## src/rtl/branch_pred_unit.sv

```systemverilog
// -----------------------------------------------------------------------------
// branch_pred_unit
//
// Decode-stage next-PC selector for the pipelined MIPS core, paired with a
// table of 2-bit saturating branch predictors.
//
//   * The table is read in F, indexed by pc_f, and gives pred_taken_f.
//   * The table is written in D when a conditional branch resolves, indexed
//     by pc_d.
//   * PCSrc_D is derived from nPC_Sel and the D-stage comparator (bmove).
//   * mispredict_d tells the hazard unit to flush F/D and redirect fetch.
//
// Parameters
//   IDX_W        predictor index width (table depth 2**IDX_W)
//   CNT_W        statistics counter width (stats build only)
//
// Ports
//   clk          single clock
//   reset        asynchronous, active-high reset
//   pc_f         fetch-stage PC
//   pred_taken_f prediction for pc_f (MSB of the indexed counter)
//   valid_d      D-stage instruction is valid (not a bubble)
//   stall_d      D stage frozen this cycle
//   pc_d         D-stage PC
//   pred_d       prediction carried with the instruction through F/D
//   nPC_Sel      00 seq, 01 cond branch, 10 jump imm, 11 jump reg
//   bmove        branch condition true
//   PCSrc_D      00 PC+4, 01 branch target, 10 jump imm, 11 jump reg
//   mispredict_d resolved branch outcome differs from pred_d
//   br_cnt       resolved conditional branches   (BPRED_STATS_EN only)
//   miss_cnt     mispredicted branches           (BPRED_STATS_EN only)
//
// Build option
//   BPRED_STATS_EN  when defined, adds br_cnt/miss_cnt saturating counters.
// -----------------------------------------------------------------------------
module branch_pred_unit #(
   parameter int IDX_W = 6,
   parameter int CNT_W = 32
) (
   input  logic              clk,
   input  logic              reset,
   input  logic [31:0]       pc_f,
   output logic              pred_taken_f,
   input  logic              valid_d,
   input  logic              stall_d,
   input  logic [31:0]       pc_d,
   input  logic              pred_d,
   input  logic [1:0]        nPC_Sel,
   input  logic              bmove,
   output logic [1:0]        PCSrc_D,
   output logic              mispredict_d
`ifdef BPRED_STATS_EN
   ,
   output logic [CNT_W-1:0]  br_cnt,
   output logic [CNT_W-1:0]  miss_cnt
`endif
);

   localparam int DEPTH = 2 ** IDX_W;

   localparam logic [1:0] SEL_SEQ    = 2'b00;
   localparam logic [1:0] SEL_BRANCH = 2'b01;
   localparam logic [1:0] SEL_JIMM   = 2'b10;
   localparam logic [1:0] SEL_JREG   = 2'b11;

   localparam logic [1:0] SRC_PC4    = 2'b00;
   localparam logic [1:0] SRC_BTGT   = 2'b01;
   localparam logic [1:0] SRC_JIMM   = 2'b10;
   localparam logic [1:0] SRC_JREG   = 2'b11;

   localparam logic [1:0] CNT_SNT    = 2'b00;
   localparam logic [1:0] CNT_WNT    = 2'b01;
   localparam logic [1:0] CNT_ST     = 2'b11;

   logic [1:0]       table_q [DEPTH];
   logic [IDX_W-1:0] rd_idx;
   logic [IDX_W-1:0] wr_idx;
   logic             is_branch;
   logic             upd;

   // Word-aligned PCs: bits [1:0] never carry index information, and the
   // high bits are deliberately dropped (aliasing PCs share a counter).
   assign rd_idx = pc_f[IDX_W+1:2];
   assign wr_idx = pc_d[IDX_W+1:2];

   wire unused_pc_bits = ^{pc_f[31:IDX_W+2], pc_f[1:0],
                           pc_d[31:IDX_W+2], pc_d[1:0]};

   assign is_branch = (nPC_Sel == SEL_BRANCH);

   // A stalled instruction is held in D and updates only on the cycle its
   // stall releases, so it is counted exactly once.
   assign upd = valid_d & ~stall_d & is_branch;

   // No bypass: a same-cycle write to rd_idx is visible only next cycle.
   assign pred_taken_f = table_q[rd_idx][1];

   assign mispredict_d = valid_d & is_branch & (pred_d != bmove);

   always_comb begin
      // NOTE: assigning a default before the case keeps every path driven,
      // so no latch is inferred; it also maps X/Z selects to PC+4.
      PCSrc_D = SRC_PC4;
      case (nPC_Sel)
         SEL_SEQ:    PCSrc_D = SRC_PC4;
         SEL_BRANCH: PCSrc_D = bmove ? SRC_BTGT : SRC_PC4;
         SEL_JIMM:   PCSrc_D = SRC_JIMM;
         SEL_JREG:   PCSrc_D = SRC_JREG;
         default:    PCSrc_D = SRC_PC4;
      endcase
   end

   // Predictor table. Reset forces every entry to weak-not-taken so the
   // first encounter of any branch predicts not-taken but flips after a
   // single taken outcome.
   always_ff @(posedge clk or posedge reset) begin
      if (reset) begin
         // NOTE: the table is small and must come out of reset in a known
         // weak-NT state, so it is built from flops and reset entry by entry
         // rather than left as an unreset RAM.
         for (int i = 0; i < DEPTH; i++) begin
            table_q[i] <= CNT_WNT;
         end
      end else if (upd) begin
         // NOTE: non-blocking assignment for all sequential state, so the
         // combinational read in this cycle still sees the old value.
         if (bmove) begin
            if (table_q[wr_idx] != CNT_ST) begin
               table_q[wr_idx] <= table_q[wr_idx] + 2'd1;
            end
         end else begin
            if (table_q[wr_idx] != CNT_SNT) begin
               table_q[wr_idx] <= table_q[wr_idx] - 2'd1;
            end
         end
      end
   end

`ifdef BPRED_STATS_EN
   // Saturating statistics counters; they stop at all-ones instead of
   // wrapping so a long run never reports a misleadingly small number.
   always_ff @(posedge clk or posedge reset) begin
      if (reset) begin
         br_cnt   <= '0;
         miss_cnt <= '0;
      end else if (upd) begin
         if (br_cnt != {CNT_W{1'b1}}) begin
            br_cnt <= br_cnt + 1'b1;
         end
         if (mispredict_d && (miss_cnt != {CNT_W{1'b1}})) begin
            miss_cnt <= miss_cnt + 1'b1;
         end
      end
   end
`endif

endmodule

```

## config.mk

```make
export PLATFORM = sky130hd
export DESIGN_NAME = branch_pred_unit
export DESIGN_NICKNAME = d
export VERILOG_FILES = /design/src/rtl/branch_pred_unit.sv
export SDC_FILE = /design/constraint.sdc
export NUM_CORES = 1
export LEC_CHECK = 0
export CELL_PAD_IN_SITES_DETAIL_PLACEMENT = 0
export CELL_PAD_IN_SITES_GLOBAL_PLACEMENT = 1
export CORE_MARGIN = 4
export CORE_UTILIZATION = 40
export DETAILED_ROUTE_END_ITERATION = 6
export PLACE_DENSITY = 0.68
export SYNTH_ARGS = -nofsm -noshare
export SYNTH_HDL_FRONTEND = slang
export SYNTH_SLANG_ARGS = --single-unit
```

## constraint.sdc

```tcl
create_clock -name clk -period 7.8 [get_ports clk]
set_input_delay 0.78 -clock clk [delete_from_list [all_inputs] [get_ports clk]]
set_output_delay 0.78 -clock clk [all_outputs]
set_load 0.02 [all_outputs]
```

==> results by stage <==
STA:
- Setup repair after global routing left no endpoint under its margin.
- Across the routed clock network, the largest skew measured is 9.55 ps.
- At the pin with the least slew margin, the transition time is 1100 ps.
- The routed design could run at a clock period as short as 5720 ps.
- The worst path meets setup with 2080 ps of slack.
- After routing, the total negative slack on setup checks comes to 0 ps.
- The final count of negative-setup-slack endpoints is 0.
- The minimum hold slack is 530 ps.
- The number of max-slew violations in the final report is 0.
- The headroom to the max-slew limit is 0.265.
- The count of final hold-check violations came to 0.
- Of the available clock period, the critical path in the final layout requires 0.734.
- The fmax is 0.175 GHz.

Yosys:
- For this run, the register share of the synthesized area comes to 0.467.
- The synthesized area divided by synthesized cell count is 12.5 µm².
- The cell area that synthesis handed to floorplanning was 0.00704 mm².
- The yosys synthesis warning count is 0.
- The primary flip-flop cell chosen by synthesis mapping is sky130_fd_sc_hd__dfstp_2.
- After synthesis, the share of flip-flops with an asynchronous set or reset is 1.00.
- Synthesis produced a netlist with a net count of 635.
- The number of enable-type register cells in the synthesized netlist is 0.
- Counting distinct cell types in the post-synthesis netlist gives 52.
- After synthesis the netlist holds a flip-flop and latch count of 128.
- Counting every instance in the synthesized netlist gives 561.

Worst setup path:
- The setup check on the worst reg-to-reg path leaves a slack of 3260 ps.
- The worst register-to-register path ends at table_q[111]$_DFFE_PP0P_.
- The capture point of the critical path is table_q[111]$_DFFE_PP0P_.
- The type of the worst setup path is input pin to flop.
- At the worst endpoint, the arrival time is 6030 ps.
- The nature of the critical path endpoint is a flop.
- For the worst setup path, the data required time is 8110 ps.
- Along the worst path, the maximum fanout reaches 17.
- The timing startpoint of the critical path is pc_d[2].
- The number of cells on the worst reg-to-reg path is 11.
- The worst setup path is launched from an input pin.

Global route:
- The total congestion overflow after global routing is 0.
- Entering global routing, the biggest net connects 84 pins.
- The number of antenna violations at the first check in global routing is 0.
- In the global route stage, overall resource usage came out at 0.204.
- The wire length of the first global-routing pass is 30,700 µm.
- The number of global-route vias before repair is 5,191.

Clock network:
- Clock-pin slew was measured on the worst setup and hold paths at 60 ps.
- TritonCTS created 17 clock buffers.
- The number of H-tree branching levels is 4.
- The tree built by TritonCTS fans out to 128 sinks.
- TritonCTS built the clock tree.
- For the worst-skew pair, the clock arrives at the later sink with an insertion delay of 430 ps.
- The setup fix buffers added after clock tree synthesis is 0.
- The clock tree root driver cell is sky130_fd_sc_hd__clkbuf_16.
- The number of gates resized after CTS is 0.
- The clock passes through at most 2 buffers.
- Hold repair after CTS inserted 0 buffers.

Drt:
- The final wirelength is 19,100 µm.
- The length of the first detailed-routing pass in iterations is 5.
- The post-detailed-route DRC marker count is 0.
- After detailed routing, the number of vias per cell comes to 5.98.
- The average wire length per cell after detail routing is 23.5 µm.
- The antenna violation net count after detailed routing is 0.
- The number of DRC violations after detailed-routing iteration 0 is 317.
- Across all layers, the routed design uses 4,862 vias.

Die:
- In this run the standard cell core region covers 0.0173 mm².
- The die covers 0.0198 mm².
- Measured along the y axis, the die boundary spans 141 µm.
- The die is 141 µm wide.
- The I/O pin count is 76.
- Row generation in the floorplan step produced 48 rows.
- The starting density of the core is 0.407.

Power:
- In this run the power spent charging and discharging nets is 0.421 mW.
- The share of total power dissipated in the clock network is 0.503.
- In this run the power density over the cells is 216 mW/mm².
- The switching share of power is 0.240.
- The cell internal power dissipation is 1.33 mW.
- IR analysis of the VDD net gives a maximum drop of 0.174 mV.
- The sequential cell fraction of total power is 0.405.
- The combinational share of power is 0.092.
- The leakage power figure is 3.38 nW.

Cells and area:
- The synthesis-to-finish area growth is 15.3%.
- Once layout is complete, the utilization of the core stands at 0.469.
- Summing all non-filler instances in the final layout gives an area of 0.00811 mm².
- The number of diodes added for antenna fixing is 0.
- The ratio of cells with drive above 1 in the final layout is 0.478.
- In the final design database the tool counted 649 nets.

Worst hold path:
- The number of stages on the worst hold path is 1.
- The tightest min-delay check is of the flop to flop type.

Place:
- The HPWL after detailed placement is 12,700 µm.
- The pre-CTS worst setup slack is 1680 ps.
- After detailed placement, the total cell area comes to 0.00746 mm².
- The placer's final routability congestion estimate is 0.821.
- The number of I/O port buffers is 23.

Flow run:
- Max-cap violations in this run came to 0.

Outcome:
- The run finished with clean final reports.
-- worst max-delay path: stages --
cell and delay (ps):
sky130_fd_sc_hd__clkdlybuf4s50_1 510, sky130_fd_sc_hd__buf_4 270, sky130_fd_sc_hd__and2_1 450, sky130_fd_sc_hd__a221oi_1 400, sky130_fd_sc_hd__nor2_1 110, sky130_fd_sc_hd__a222oi_1 650, sky130_fd_sc_hd__buf_4 330, sky130_fd_sc_hd__nand4b_1 120
sky130_fd_sc_hd__ha_1 240, sky130_fd_sc_hd__mux2_1 280, sky130_fd_sc_hd__or3_1 530, sky130_fd_sc_hd__or3_1 670, sky130_fd_sc_hd__nor4_4 300, sky130_fd_sc_hd__mux2_2 370
-- cell usage after synthesis (3+ instances only) --
master	n	area share
sky130_fd_sc_hd__o221ai_1	3	0.0037
sky130_fd_sc_hd__inv_1	5	0.0027
sky130_fd_sc_hd__mux2_2	130	0.21
sky130_fd_sc_hd__nor2_1	23	0.012
sky130_fd_sc_hd__nand3_1	10	0.0071
sky130_fd_sc_hd__mux4_2	29	0.093
sky130_fd_sc_hd__nand2_1	72	0.038
sky130_fd_sc_hd__nor2b_1	4	0.0036
sky130_fd_sc_hd__nor3_2	5	0.0071
sky130_fd_sc_hd__mux2i_1	18	0.026
sky130_fd_sc_hd__dfrtp_1	64	0.23
sky130_fd_sc_hd__buf_1	5	0.0027
sky130_fd_sc_hd__nor3_1	4	0.0028
sky130_fd_sc_hd__dfstp_2	64	0.24
sky130_fd_sc_hd__and3_1	4	0.0036
sky130_fd_sc_hd__nand2b_1	5	0.0044
sky130_fd_sc_hd__a22oi_1	9	0.0096
sky130_fd_sc_hd__a221oi_1	11	0.014
sky130_fd_sc_hd__nand3b_1	9	0.0096
sky130_fd_sc_hd__buf_2	16	0.011
sky130_fd_sc_hd__o22ai_1	5	0.0044
sky130_fd_sc_hd__clkbuf_1	18	0.0096
sky130_fd_sc_hd__a21oi_1	5	0.0036
-- metal layers --
layer  wire, µm  GRT usage  share of wire  vias up
li1           -          -              -     2123
met1       8400      0.278           0.44     2568
met2       9440      0.330           0.49      146
met3        919     0.0366          0.048       25
met4        346     0.0694          0.018        0
met5          0          0              0        -
-- cell type report --
| class | instances | area, µm² |
|---|---|---|
| Sequential cell | 128 | 3280 |
| Fill cell | 1584 | 9180 |
| Clock buffer | 19 | 443 |
| Tap cell | 225 | 282 |
| Timing Repair Buffer | 36 | 323 |
| Multi-Input combinational cell | 387 | 3550 |
| Inverter | 5 | 21.3 |
| Clock inverter | 13 | 209 |
-- how the worst min path moves through the flow --
stage / slack (ps) / startpoint / to
after CTS: 530 / table_q[51]$_DFFE_PP0P_ / table_q[51]$_DFFE_PP0P_
final: 530 / table_q[51]$_DFFE_PP0P_ / table_q[51]$_DFFE_PP0P_
after global routing: 550 / table_q[51]$_DFFE_PP0P_ / table_q[51]$_DFFE_PP0P_
after detailed placement: 520 / table_q[51]$_DFFE_PP0P_ / table_q[51]$_DFFE_PP0P_
after global placement: 510 / table_q[47]$_DFFE_PP0P_ / table_q[47]$_DFFE_PP0P_
after floorplan: 490 / table_q[11]$_DFFE_PP0P_ / table_q[11]$_DFFE_PP0P_
-- power groups by stage --
stage,sequential [mW],combinational [mW],clock (mW)
after floorplan,0.713,0.108,0
after global placement,0.718,0.161,0
after detailed placement,0.719,0.163,0
after CTS,0.708,0.164,0.897
after global routing,0.711,0.175,0.927
final,0.709,0.161,0.882
-- stage by stage --
step | power [mW] | instances
after floorplan | 0.821 | 561
after global placement | 0.879 | 781
after global routing | 1.81 | 813
final | 1.75 | 813
after detailed placement | 0.882 | 781
after CTS | 1.77 | 813
-- cells by family after synthesis --
kind of cell	after synthesis	synth area share
fa+ha+maj	2	0.00356
compound gates	50	0.0546
buf+inv	46	0.0295
simple gates	155	0.115
mux	178	0.328
flops	128	0.467
xor+xnor	2	0.00249
-- cells in the final DEF (no fill, tap or decap), drive strengths merged, types with 10 or more instances in the layout --
master,count
mux2i,18
clkbuf,19
mux2,131
dfrtp,64
buf,14
nor2,23
nand3,10
mux4,29
clkdlybuf4s50,22
nand2,72
dfstp,64
a221oi,11
No activity file was read; power rests on OpenSTA's default activity.
